### config.mk
export PLATFORM = sky130hd
export DESIGN_NAME = program_loader
export DESIGN_NICKNAME = d
export VERILOG_FILES = /design/src/rtl/program_loader.sv
export SDC_FILE = /design/constraint.sdc
export NUM_CORES = 1
export LEC_CHECK = 0
export ABC_AREA = 1
export BUFFER_PORTS_ARGS = -buffer_cell sky130_fd_sc_hd__buf_4
export CORE_ASPECT_RATIO = 1.1
export CORE_UTILIZATION = 25
export CTS_BUF_LIST = sky130_fd_sc_hd__clkbuf_4 sky130_fd_sc_hd__clkbuf_8
export CTS_CLUSTER_SIZE = 30
export DETAILED_ROUTE_END_ITERATION = 12
export GPL_ROUTABILITY_DRIVEN = 0
export PLACE_DENSITY = 0.53
export REMOVE_ABC_BUFFERS = 1
export SYNTH_ARGS = -nofsm -noshare
export SYNTH_HDL_FRONTEND = slang
export SYNTH_SLANG_ARGS = --single-unit
### constraint.sdc
create_clock -name clk -period 2.2 [get_ports clk]
set_input_delay 0.66 -clock clk [delete_from_list [all_inputs] [get_ports clk]]
set_output_delay 0.66 -clock clk [all_outputs]
set_load 0.05 [all_outputs]
### src/rtl/program_loader.sv
`default_nettype none
// ============================================================================
// Module   : program_loader
// Purpose  : Boot-time writer for the instruction memory. Receives a program
//            as a byte stream (valid/ready), packs each four bytes MSB-first
//            into a 32-bit word and writes it to consecutive word-aligned
//            addresses. The processor is held in reset until the load ends
//            successfully.
// Ports    : clk, reset (sync, active-high)
//            start_i, length_i         - load request and length in words
//            byte_valid_i/byte_data_i  - byte source, byte_ready_o back
//            mem_write_o/address/data  - instruction memory write port
//            cpu_reset_o, busy_o, done_o, error_o, word_count_o - status
// Options  : LOADER_CHECKSUM_EN - when defined, one trailer byte follows the
//            program and must equal the XOR of all program bytes.
// Revision : 1.0 - initial release
// ============================================================================
module program_loader #(
    parameter int MEMORY_DEPTH = 256
) (
    input  logic        clk,
    input  logic        reset,
    input  logic        start_i,
    input  logic [15:0] length_i,
    input  logic        byte_valid_i,
    input  logic [7:0]  byte_data_i,
    output logic        byte_ready_o,
    output logic        mem_write_o,
    output logic [31:0] mem_address_o,
    output logic [31:0] mem_data_o,
    output logic        cpu_reset_o,
    output logic        busy_o,
    output logic        done_o,
    output logic        error_o,
    output logic [15:0] word_count_o
);

    // 17 bits so a depth of 65536 still compares correctly against length_i
    localparam logic [16:0] c_max_len = 17'(MEMORY_DEPTH);

    typedef enum logic [2:0] {
        S_IDLE  = 3'd0,
        S_RECV  = 3'd1,
        S_WRITE = 3'd2,
        S_DONE  = 3'd3,
        S_ERROR = 3'd4
`ifdef LOADER_CHECKSUM_EN
        ,S_CHECK = 3'd5
`endif
    } state_t;

    state_t      state_q, state_d;
    logic [15:0] length_q, length_d;
    logic [15:0] word_count_q, word_count_d;
    logic [1:0]  byte_index_q, byte_index_d;
    logic [23:0] word_q, word_d;       // the three bytes preceding the 4th
    logic [31:0] addr_q, addr_d;       // held after the strobe until next write
    logic [31:0] data_q, data_d;
`ifdef LOADER_CHECKSUM_EN
    logic [7:0]  csum_q, csum_d;
`endif

    logic w_len_ok;
    logic w_accept;

    // Moore output decode
    assign byte_ready_o  = (state_q == S_RECV)
`ifdef LOADER_CHECKSUM_EN
                         || (state_q == S_CHECK)
`endif
                         ;
    assign mem_write_o   = (state_q == S_WRITE);
    assign mem_address_o = addr_q;
    assign mem_data_o    = data_q;
    assign cpu_reset_o   = (state_q != S_DONE);
    assign busy_o        = (state_q == S_RECV) || (state_q == S_WRITE)
`ifdef LOADER_CHECKSUM_EN
                         || (state_q == S_CHECK)
`endif
                         ;
    assign done_o        = (state_q == S_DONE);
    assign error_o       = (state_q == S_ERROR);
    assign word_count_o  = word_count_q;

    assign w_len_ok = (length_i != 16'd0) && ({1'b0, length_i} <= c_max_len);
    assign w_accept = byte_valid_i && byte_ready_o;

    always_comb begin
        state_d      = state_q;
        length_d     = length_q;
        word_count_d = word_count_q;
        byte_index_d = byte_index_q;
        word_d       = word_q;
        addr_d       = addr_q;
        data_d       = data_q;
`ifdef LOADER_CHECKSUM_EN
        csum_d       = csum_q;
`endif
        case (state_q)
            S_IDLE, S_DONE, S_ERROR: begin
                if (start_i) begin
                    if (w_len_ok) begin
                        state_d      = S_RECV;
                        length_d     = length_i;
                        word_count_d = 16'd0;
                        byte_index_d = 2'd0;
`ifdef LOADER_CHECKSUM_EN
                        csum_d       = 8'd0;
`endif
                    end else begin
                        state_d = S_ERROR;
                    end
                end
            end
            S_RECV: begin
                if (w_accept) begin
                    word_d       = {word_q[15:0], byte_data_i};
                    byte_index_d = byte_index_q + 2'd1;
`ifdef LOADER_CHECKSUM_EN
                    csum_d       = csum_q ^ byte_data_i;
`endif
                    if (byte_index_q == 2'd3) begin
                        // Capture the write so it stays stable past the strobe
                        state_d = S_WRITE;
                        addr_d  = {14'd0, word_count_q, 2'b00};
                        data_d  = {word_q, byte_data_i};
                    end
                end
            end
            S_WRITE: begin
                word_count_d = word_count_q + 16'd1;
                if (word_count_d == length_q) begin
`ifdef LOADER_CHECKSUM_EN
                    state_d = S_CHECK;
`else
                    state_d = S_DONE;
`endif
                end else begin
                    state_d = S_RECV;
                end
            end
`ifdef LOADER_CHECKSUM_EN
            S_CHECK: begin
                if (w_accept) begin
                    state_d = (byte_data_i == csum_q) ? S_DONE : S_ERROR;
                end
            end
`endif
            default: state_d = S_IDLE;
        endcase
    end

    always_ff @(posedge clk) begin
        if (reset) begin
            state_q      <= S_IDLE;
            length_q     <= 16'd0;
            word_count_q <= 16'd0;
            byte_index_q <= 2'd0;
            word_q       <= 24'd0;
            addr_q       <= 32'd0;
            data_q       <= 32'd0;
`ifdef LOADER_CHECKSUM_EN
            csum_q       <= 8'd0;
`endif
        end else begin
            state_q      <= state_d;
            length_q     <= length_d;
            word_count_q <= word_count_d;
            byte_index_q <= byte_index_d;
            word_q       <= word_d;
            addr_q       <= addr_d;
            data_q       <= data_d;
`ifdef LOADER_CHECKSUM_EN
            csum_q       <= csum_d;
`endif
        end
    end

endmodule
`default_nettype wire

==> summary.txt, run 1 <==
Power
  – Maximum vdd drop: 295 uV
  – Leak Pwr: 2.41 nW
  – Power Dens Cells: 592 nW/um2

Worst setup path
  – RR Startpoint: word_count_o[0]$_SDFFE_PP0P_
  – Reg-to-reg slack, setup: 0.29 ns
  – Crit-path max cell delay: 0.39 ns
  – Crit path capture type: output pin
  – Crit path max fanout: 5
  – CP Cell Sequence: inv_1 -> nor3_4 -> inv_2 -> nand2_1 -> buf_4
  – CP Class: register to output pin
  – Critical Path RT: 1.54 ns
  – Critical Path Source Type: register
  – Slowest CP cell: dfxtp_2
  – Worst Setup SP: state_q[0]$_SDFFE_PP0P_
  – Critical Path AT: 1.45 ns

Floorplanning
  – Die span in y: 148 um
  – Top-Level Pins: 114
  – Die X: 135 um
  – Starting Density: 25.4%
  – CORE AREA: 19,100 um2
  – Die ar.: 20,000 um2
  – Row cnt: 53

Detailed routing
  – Vias per inst: 4.46
  – DRT Pass-1 Iters: 4
  – Total number of vias: 4,527
  – DRT iter0 DRCs: 206
  – Final ANT Viol Nets: 0
  – # DRC: 0
  – Drt total wl: 13.6 mm
  – Routed wire length per instance: 13.4 um

Placed design
  – Pre-CTS setup slack: 0.0706 ns
  – Port Buffers: 97
  – Post-DP HPWL: 9.32 mm

CTS
  – CTS Hold Bufs: 0
  – CTS tree: yes
  – H-Tree Depth: 3
  – Cts bufs inserted: 9
  – Root Driver: clkbuf_8
  – CTS clk-pin slew, worst paths: 0.10 ns
  – Clk_lat worst skew: 0.37 ns
  – Clock tree buffer depth: 2
  – Clock sinks: 109

Synth
  – Netlist cell types: 32
  – Sequential area share after synthesis: 44.9%
  – Post-Synthesis Cell Area: 4860 um2
  – Mapped Cells: 677
  – Number of synthesized flops with an enable pin: 0
  – Yosys warns: 0
  – Async S/R FF share, synth: 0%
  – #FFs+latches synth: 109
  – Avg Cell Area, Syn: 7.17 um2
  – Primary FF master, synth: dfxtp_1

Global route
  – Largest net degree at the start of global routing: 86
  – Total global routing overflow: 0
  – Initial antenna violation count: 0
  – Vias in the first global route: 4,167
  – Total GRT Usage: 13.8%
  – First-pass GRT wire length: 21.7 mm

STA
  – Post-route setup slack: 0.0921 ns
  – Final setup viols: 0
  – Final Hold Vio Count: 0
  – FMAX: 474 MHz
  – Worst-Margin Slew: 0.809 ns
  – Slew headroom: 46.0%
  – Skew final: 0.00804 ns
  – RSZ-0062 raised after global routing: false
  – Crit share post-route: 95.8%
  – Final min period: 2.11 ns
  – Final Max Slew Viols: 0
  – Setup TNS: 0 ns

Finish
  – Share of layout cells above drive strength 1: 19.4%
  – Nets: 793
  – Layout area overhead: 23.7%
  – Number of diodes: 0

Status
  – Status: completed

Run
  – Maxcap violations: 0

Hold path
  – Hold Path Origin: length_q[11]$_SDFFE_PP0P_
  – Hold Crit Class: register to register
## cell type report
type,count,area (um2)
fillers,2097,13100
multi-input cells,481,2250
flip-flops and latches,109,2180
repair buffers,111,875
well taps,247,309
inverters,51,191
clock buffers,10,131
clock inverters,6,62.6
## final timing paths
kind	end	cells past startpoint
max reg2reg	state_q[1]$_SDFFE_PP0P_	11
min	length_q[11]$_SDFFE_PP0P_	2
min reg2reg	length_q[11]$_SDFFE_PP0P_	2
max	busy_o	5
## cell usage after synthesis (2+ instances only)
| cell type | count | area share, % |
|---|---|---|
| nand3b_1 | 3 | 0.46 |
| inv_1 | 49 | 3.8 |
| nor3_2 | 2 | 0.41 |
| o21ai_0 | 27 | 2.8 |
| buf_4 | 18 | 2.8 |
| nor2_1 | 73 | 5.6 |
| or2_2 | 2 | 0.26 |
| nor2_2 | 4 | 0.52 |
| nand3_1 | 76 | 7.8 |
| nor3_1 | 8 | 0.82 |
| xnor2_1 | 4 | 0.72 |
| nand4_1 | 12 | 1.5 |
| ha_1 | 2 | 0.52 |
| o21ai_1 | 2 | 0.21 |
| inv_2 | 2 | 0.15 |
| buf_6 | 4 | 0.93 |
| nor2_4 | 3 | 0.70 |
| nand2_1 | 149 | 12 |
| and2_1 | 2 | 0.26 |
| buf_2 | 10 | 1.0 |
| a21oi_1 | 89 | 9.2 |
| clkbuf_1 | 18 | 1.4 |
| dfxtp_1 | 109 | 45 |
## layout by cell type, fill, tap and decap left out, types with 2 or more instances in the layout
master,instances
a21oi_1,89
and2_1,2
buf_12,3
buf_4,107
clkbuf_8,9
clkinv_2,3
conb_1,16
dfxtp_1,107
dfxtp_2,2
ha_1,2
inv_1,48
inv_2,3
nand2_1,149
nand3_1,76
nand3b_1,3
nand4_1,12
nor2_1,72
nor2_2,5
nor2_4,3
nor3_1,8
nor3_4,2
o21ai_0,27
o21ai_1,2
or2_2,2
xnor2_1,4
## routing by layer
| metal | share of wire (%) | vias to the layer above | wire length [um] | track usage, % |
|---|---|---|---|---|
| met5 | 0 | - | 0 | 0 |
| met2 | 46 | 112 | 6230 | 22.9 |
| met4 | 0.51 | 0 | 69 | 2.70 |
| met1 | 46 | 2067 | 6220 | 17.2 |
| met3 | 8.0 | 5 | 1100 | 5.04 |
| li1 | - | 2343 | - | - |
## worst max-delay path: cells and delay by family, from the launching register on
kind	cells	cell delay, ns
buffers and inverters	3	0.39
and+or+nand+nor	2	0.30
DFF	1	0.39
## repair_timing
action	CTS	global route
gates resized for setup	3	4
setup buffers	1	2
endpoints found under the setup margin	2	3
pin swaps	1	0
## cells by family (layout without fill, tap and decap cells)
kind of cell	Yosys count	after routing	synth area share, %
AO/OA/AOI/OAI	120	120	12.5
XOR/XNOR	4	4	0.721
adder cells (fa/ha/maj)	2	2	0.515
buffers and inverters	102	178	10.1
flip-flops	109	109	44.9
other	1	16	0.0772
AND/OR/NAND/NOR	339	339	31.1
## state kept, by name, indices dropped and copies added, names as in the netlist
register       flops
word_count_o      16
state_q            3
mem_data_o        32
byte_index_q       2
length_q          16
mem_address_o     16
word_q            24
## where the power goes
| group | internal [mW] | switching, mW | total, mW |
|---|---|---|---|
| registers | 1.99 | 0.0172 | 2.00 |
| logic | 0.0838 | 0.224 | 0.308 |
| clock network | 0.541 | 0.703 | 1.24 |
| total | 2.61 | 0.944 | 3.55 |
## through the flow
step	utilization (%)	hold WS (ns)	cell area [um2]	std cells	power, mW
3_3_place_gp	30.2	0.449	5770	996	2.34
3_5_place_dp	30.2	0.451	5770	996	2.35
6_report	31.5	0.467	6010	1015	3.55
4_1_cts	31.3	0.467	5980	1013	3.60
2_1_floorplan	-	0.435	4610	641	2.21
5_1_grt	31.5	0.483	6010	1015	3.71
Note: power is estimated with default switching activity, not from simulation.
==> inputs of run 2 (changes only) <==
- BUFFER_PORTS_ARGS: -buffer_cell sky130_fd_sc_hd__buf_4 -> unset
- CAP_MARGIN: unset -> 20
- DONT_BUFFER_PORTS: unset -> 1
- PLACE_DENSITY: 0.53 -> 0.48
==> summary.txt, run 2 (synthesis results as in run 1) <==
CTS
  – CTS tree: yes
  – Cts bufs inserted: 9 (unchanged)
  – Clk_lat worst skew: 0.39 ns (+0.02 ns)
  – Root Driver: clkbuf_8
  – CTS clk-pin slew, worst paths: 0.12 ns (+0.02 ns)
  – Clock tree buffer depth: 2 (unchanged)
  – Clock sinks: 109 (unchanged)
  – H-Tree Depth: 3 (unchanged)
  – Setup Buffers After CTS: 0 (-1)

Worst setup path
  – Number of stages on the worst setup path: 5 (unchanged)
  – Crit-path max cell delay: 0.40 ns (about the same)
  – Crit path max fanout: 5 (unchanged)
  – RR Startpoint: word_count_o[2]$_SDFFE_PP0P_
  – Critical Path RT: 1.54 ns (about the same)
  – Worst path bufs/invs: 3 (unchanged)
  – CP Class: register to output pin
  – Slowest CP cell: dfxtp_2
  – Worst R2R Path Depth: 10 (-1)
  – Worst r2r dst: state_q[1]$_SDFFE_PP0P_
  – Critical Path AT: 1.39 ns (-0.06 ns)
  – Worst setup path endpoint: busy_o
  – CP Cell Sequence: inv_1 -> nor3_4 -> inv_2 -> nand2_2 -> buf_12
  – Critical Path Source Type: register
  – Crit path capture type: output pin
  – Worst Setup SP: state_q[1]$_SDFFE_PP0P_
  – Delay-heaviest family, CP: flip-flops
  – Reg-to-reg slack, setup: 0.22 ns (-0.07 ns)

Detailed routing
  – Drt total wl: 13.5 mm (-1.1%)
  – Total number of vias: 4,218 (-6.8%)
  – Final ANT Viol Nets: 0 (unchanged)
  – Vias per inst: 4.50 (+0.93%)
  – DRT iter0 DRCs: 181 (-12%)
  – # DRC: 0 (unchanged)
  – DRT Pass-1 Iters: 4 (unchanged)
  – Routed wire length per instance: 14.4 um (+7.1%)

Power
  – Power Dens Cells: 643 nW/um2 (+8.6%)
  – Maximum vdd drop: 351 uV (+19%)
  – Pwr Total: 3.48 mW (-2.2%)
  – Leak Pwr: 2.00 nW (-17%)

Global route
  – Initial antenna violation count: 0 (unchanged)
  – First-pass GRT wire length: 21.2 mm (-2.3%)
  – Total global routing overflow: 0 (unchanged)
  – Vias in the first global route: 3,913 (-6.1%)
  – Largest net degree at the start of global routing: 87 (+1.2%)
  – Total GRT Usage: 13.7% (-0.11 points)

STA
  – Final min period: 2.05 ns (-0.0560 ns)
  – Crit share post-route: 93.3% (-2.5 points)
  – Worst-Margin Slew: 0.574 ns (-0.235 ns)
  – Slew headroom: 61.7% (+16 points)
  – Final Max Slew Viols: 0 (unchanged)
  – Final setup viols: 0 (unchanged)
  – Hold_ws: 0.322 ns (-0.144 ns)
  – FMAX: 487 MHz (+2.7%)
  – RSZ-0062 raised after global routing: false
  – Skew final: 0.0178 ns (+0.00971 ns)
  – Final Hold Vio Count: 0 (unchanged)

Finish
  – Nets: 715 (-9.8%)
  – Share of layout cells above drive strength 1: 10.3% (-9.1 points)
  – # fillers: 2,127 (+1.4%)
  – Register area: 2180 um2 (unchanged)
  – Most common cell after layout, fill and taps aside: nand2_1
  – Max reg flops: 32 (unchanged)
  – Post-Route Utilization: 28.3% (-3.1 points)
  – Most frequent cells in the layout: nand2_1, dfxtp_1, a21oi_1
  – Number of diodes: 0 (unchanged)
  – Layout area overhead: 11.4%
  – Multi-input gate area: 2250 um2 (-0.28%)

Placed design
  – Port Buffers: 0 (-100%)
  – Post-DP HPWL: 9.23 mm (-0.94%)

Floorplanning
  – Die ar.: 20,000 um2 (unchanged)
  – CORE AREA: 19,100 um2 (unchanged)
  – Top-Level Pins: 114 (unchanged)
  – Die X: 135 um (unchanged)
  – Die span in y: 148 um (unchanged)
  – Starting Density: 25.4% (unchanged)
  – Row cnt: 53 (unchanged)

Hold path
  – Hold Crit Class: input port to register

Status
  – Status: completed

Run
  – Maxcap violations: 0 (unchanged)
run 2: layer usage:
metal | global-route usage (%) | up-vias | part of all wire (%) | routed length [um]
met5 | 0 | - | 0 | 0
met4 | 3.09 | 0 | 0.95 | 128
met3 | 5.45 | 11 | 7.9 | 1060
met2 | 22.0 | 115 | 46 | 6200
met1 | 17.2 | 1902 | 45 | 6070
li1 | - | 2190 | - | -
run 2: cell type report:
class	count	area share [%]
Inverter	51	3.54
Multi-Input combinational cell	481	41.5
Tap cell	247	5.71
Sequential cell	109	40.4
Timing Repair Buffer	33	5.27
Clock inverter	6	1.11
Clock buffer	10	2.43
run 2: how the worst min path moves through the flow:
stage	startpoint	end	slack, ns	cells past startpoint
2_1_floorplan	word_q[16]$_SDFFE_PP0P_	word_q[16]$_SDFFE_PP0P_	0.44	2
3_3_place_gp	word_q[18]$_SDFFE_PP0P_	word_q[18]$_SDFFE_PP0P_	0.44	2
3_5_place_dp	word_q[16]$_SDFFE_PP0P_	word_q[16]$_SDFFE_PP0P_	0.45	2
4_1_cts	reset	mem_data_o[20]$_SDFFE_PP0P_	0.30	1
5_1_grt	reset	mem_data_o[7]$_SDFFE_PP0P_	0.28	1
6_report	reset	mem_data_o[28]$_SDFFE_PP0P_	0.32	1
run 2: worst reg2reg max path, stage by stage (launching register included):
cell and delay, ns:
dfxtp_1 0.48, nand2_1 0.10, nor2_2 0.37, nand3_1 0.19, o21ai_2 0.19, nand2_1 0.08
nand2_1 0.06, nand2_1 0.07, nor2_1 0.13, nand3_1 0.11, a21oi_1 0.14
run 2: metrics by stage:
stage	area, um2	std cells	setup TNS [ns]	setup WS [ns]
3_3_place_gp	5210	921	0	0.216
4_1_cts	5410	937	0	0.0346
5_1_grt	5410	937	0	0.0117
6_report	5410	937	0	0.148
3_5_place_dp	5210	921	0	0.197
2_1_floorplan	4610	641	-24.12	-0.553
run 2: power by group:
part / switching, mW / internal, mW
sequential: 0.0153 / 1.99
clock: 0.774 / 0.461
combinational: 0.186 / 0.0537
run 2: timing repair:
action                     CTS  global route
resized for setup            2             2
pin swaps                    0             0
hold buffers                 0             0
setup endpoints to repair    1             1
==> inputs of run 3 (changes only) <==
- ABC_AREA: 1 -> unset
- SLEW_MARGIN: unset -> 25
==> summary.txt, run 3 <==
Synth
  – Mapped Cells: 586 (-13%)
  – #FFs+latches synth: 109 (unchanged)
  – Largest cells by area after synthesis: dfxtp_1, nand2_1, a21oi_1
  – Post-synthesis mux area share: 2.15% (+2.2 points)
  – Synth Area in XOR/XNOR: 4.28% (+3.6 points)
  – Main combinational cell family by area after synthesis: simple AND/OR/NAND/NOR gates
  – Number of synthesized flops with an enable pin: 0 (unchanged)
  – Area leader, netlist: dfxtp_1
  – Simple-gate portion of the synthesized area: 22.9% (-8.2 points)
  – Count leader, synth: nand2_1
  – Sequential area share after synthesis: 46.3% (+1.4 points)
  – Post-Synthesis Cell Area: 4710 um2 (-3.0%)
  – Most frequent cells after synthesis: nand2_1, dfxtp_1, a21oi_1
  – Async S/R FF share, synth: 0% (unchanged)
  – Area share of the largest cell type after synthesis: 46.3% (+1.4 points)
  – Adder-Cell Fraction of Synth Area: 0.743% (+0.23 points)
  – Avg Cell Area, Syn: 8.04 um2 (+12%)
  – Netlist cell types: 54 (+69%)
  – Synth Area in Compound Gates: 16.9% (+4.4 points)
  – Primary FF master, synth: dfxtp_1
  – Yosys warns: 0 (unchanged)

Detailed routing
  – DRT iter0 DRCs: 197 (+8.8%)
  – DRT Pass-1 Iters: 5 (+1)
  – # DRC: 0 (unchanged)
  – Drt total wl: 12.2 mm (-9.4%)
  – Final ANT Viol Nets: 0 (unchanged)
  – Routed wire length per instance: 14.4 um (about the same)
  – Total number of vias: 3,934 (-6.7%)
  – Vias per inst: 4.63 (+2.9%)

CTS
  – Clock sinks: 109 (unchanged)
  – H-Tree Depth: 3 (unchanged)
  – Cts bufs inserted: 9 (unchanged)
  – Root Driver: clkbuf_8
  – Clock tree buffer depth: 2 (unchanged)
  – CTS clk-pin slew, worst paths: 0.10 ns (-0.02 ns)
  – CTS Hold Bufs: 0 (unchanged)
  – CTS tree: yes
  – Clk_lat worst skew: 0.37 ns (-0.02 ns)

Worst setup path
  – Crit path max fanout: 3 (-2)
  – RR Startpoint: state_q[2]$_SDFFE_PP0P_
  – Critical Path AT: 1.49 ns (+0.10 ns)
  – Worst Setup SP: state_q[2]$_SDFFE_PP0P_
  – Crit-path max cell delay: 0.42 ns (+0.02 ns)
  – Critical Path RT: 1.54 ns (about the same)
  – Worst R2R Path Depth: 6 (-4)
  – CP Class: register to output pin
  – Reg-to-reg slack, setup: 0.07 ns (-0.15 ns)
  – Critical Path Source Type: register
  – Worst setup path endpoint: busy_o
  – Worst r2r dst: state_q[1]$_SDFFE_PP0P_
  – Crit path capture type: output pin
  – Slowest CP cell: or3b_4
  – CP Cell Sequence: or3b_4 -> buf_12 -> o21ai_4 -> buf_12
  – Most used cell, CP: buf_12

Finish
  – Share of layout cells above drive strength 1: 14.2% (+3.9 points)
  – Nets: 632 (-12%)
  – Max reg flops: 32 (unchanged)
  – Final instance area: 5550 um2 (+2.5%)
  – Most common cell after layout, fill and taps aside: nand2_1
  – Number of diodes: 0 (unchanged)
  – Most frequent cells in the layout: nand2_1, dfxtp_1, a21oi_1
  – Post-Route Utilization: 30.1% (+1.8 points)
  – Layout area overhead: 17.7%

STA
  – Final Max Slew Viols: 0 (unchanged)
  – Slew headroom: 63.3% (+1.6 points)
  – Worst-Margin Slew: 0.549 ns (-0.0243 ns)
  – Setup TNS: 0 ns (unchanged)
  – Post-route setup slack: 0.0530 ns (-0.0951 ns)
  – Skew final: 0.00525 ns (-0.0125 ns)
  – Final min period: 2.15 ns (+0.0951 ns)
  – Hold_ws: 0.348 ns (+0.0254 ns)
  – Final setup viols: 0 (unchanged)
  – FMAX: 466 MHz (-4.4%)
  – Crit share post-route: 97.6% (+4.3 points)
  – RSZ-0062 raised after global routing: true
  – Final Hold Vio Count: 0 (unchanged)

Power
  – Leak Pwr: 1.85 nW (-7.1%)
  – Maximum vdd drop: 301 uV (-14%)
  – Power Dens Cells: 631 nW/um2 (-1.8%)

Floorplanning
  – Die span in y: 146 um (-1.5%)
  – Die X: 133 um (-1.5%)
  – Row cnt: 52 (-1.9%)
  – Top-Level Pins: 114 (unchanged)
  – Die ar.: 19,400 um2 (-2.9%)
  – CORE AREA: 18,400 um2 (-3.6%)
  – Starting Density: 25.6% (+0.16 points)

Placed design
  – Post-DP Area: 5190 um2 (-0.50%)
  – Port Buffers: 0 (unchanged)
  – Pre-CTS setup slack: -0.241 ns (-0.438 ns)
  – Post-DP HPWL: 8.63 mm (-6.5%)

Global route
  – First-pass GRT wire length: 19.6 mm (-7.5%)
  – Initial antenna violation count: 0 (unchanged)
  – Largest net degree at the start of global routing: 106 (+22%)
  – Vias in the first global route: 3,747 (-4.2%)
  – Total global routing overflow: 0 (unchanged)
  – Total GRT Usage: 12.7% (-1.0 points)

Run
  – Maxcap violations: 0 (unchanged)

Status
  – Status: completed

Hold path
  – Hold Path Origin: reset
  – Hold Crit Class: input port to register
[run 3: changes by cell type in the layout (fill, tap and decap cells not counted), moves of 8 or more]
cell	delta
nand4_1	-9
inv_1	-44
xor2_1	+9
buf_4	+9
a311oi_1	+8
xnor2_1	+10
mux2i_1	+9
nor2_1	-47
nand2_1	+8
o21ai_0	-17
nand3_1	-70
[run 3: routing by layer]
| layer | vias up | wire length [um] | GRT usage (%) |
|---|---|---|---|
| met5 | - | 0 | 0 |
| met4 | 0 | 201 | 4.77 |
| met3 | 14 | 805 | 4.35 |
| met2 | 92 | 5970 | 20.9 |
| met1 | 1850 | 5220 | 15.2 |
| li1 | 1978 | - | - |
[run 3: how the worst min path moves through the flow]
stage,end,slack (ns),cells past startpoint
floorplan,mem_data_o[24]$_SDFFE_PP0P_,0.43,2
global placement,byte_index_q[1]$_SDFFE_PP0P_,0.44,2
detailed placement,mem_data_o[30]$_SDFFE_PP0P_,0.44,2
CTS,mem_data_o[25]$_SDFFE_PP0P_,0.31,1
global route,word_q[9]$_SDFFE_PP0P_,0.29,1
finish,mem_data_o[25]$_SDFFE_PP0P_,0.35,1
[run 3: kinds of logic after synthesis]
logic type,Yosys count
other,1
buffers and inverters,63
AOI/OAI and AO/OA,135
muxes,10
adders and majority gates,3
and+or+nand+nor,242
DFF,109
xor gates and xnor gates,23
[run 3: power by group]
group          internal, mW  switching (mW)
clock network         0.752           0.684
registers              1.97         0.00113
logic                0.0154          0.0739
total                  2.74           0.759
[run 3: area by class of cell]
| cell class | instances | area [um2] |
|---|---|---|
| Clock buffer | 9 | 124 |
| Clock inverter | 6 | 111 |
| Fill cell | 1975 | 12900 |
| Inverter | 5 | 23.8 |
| Multi-Input combinational cell | 429 | 2310 |
| Sequential cell | 109 | 2190 |
| Tap cell | 243 | 304 |
| Timing Repair Buffer | 48 | 489 |
[run 3: stage by stage]
step	cells	total power [mW]
finish	849	3.50
global route	849	3.65
CTS	849	3.58
detailed placement	831	2.11
global placement	831	2.11
floorplan	543	2.10
[run 3: repair_timing]
item | CTS | global route
cloned | 2 | 0
setup buffers | 1 | 0
resized for setup | 9 | 8
pin swaps | 1 | 1
endpoints found under the setup margin | 3 | 5
[run 3: worst max-delay path, delay by kind of cell (launching register included)]
kind                   cells  cell delay [ns]
and+or+nand+nor            1             0.42
DFF                        1             0.34
buffers and inverters      2             0.30
AOI/OAI and AO/OA          1             0.06
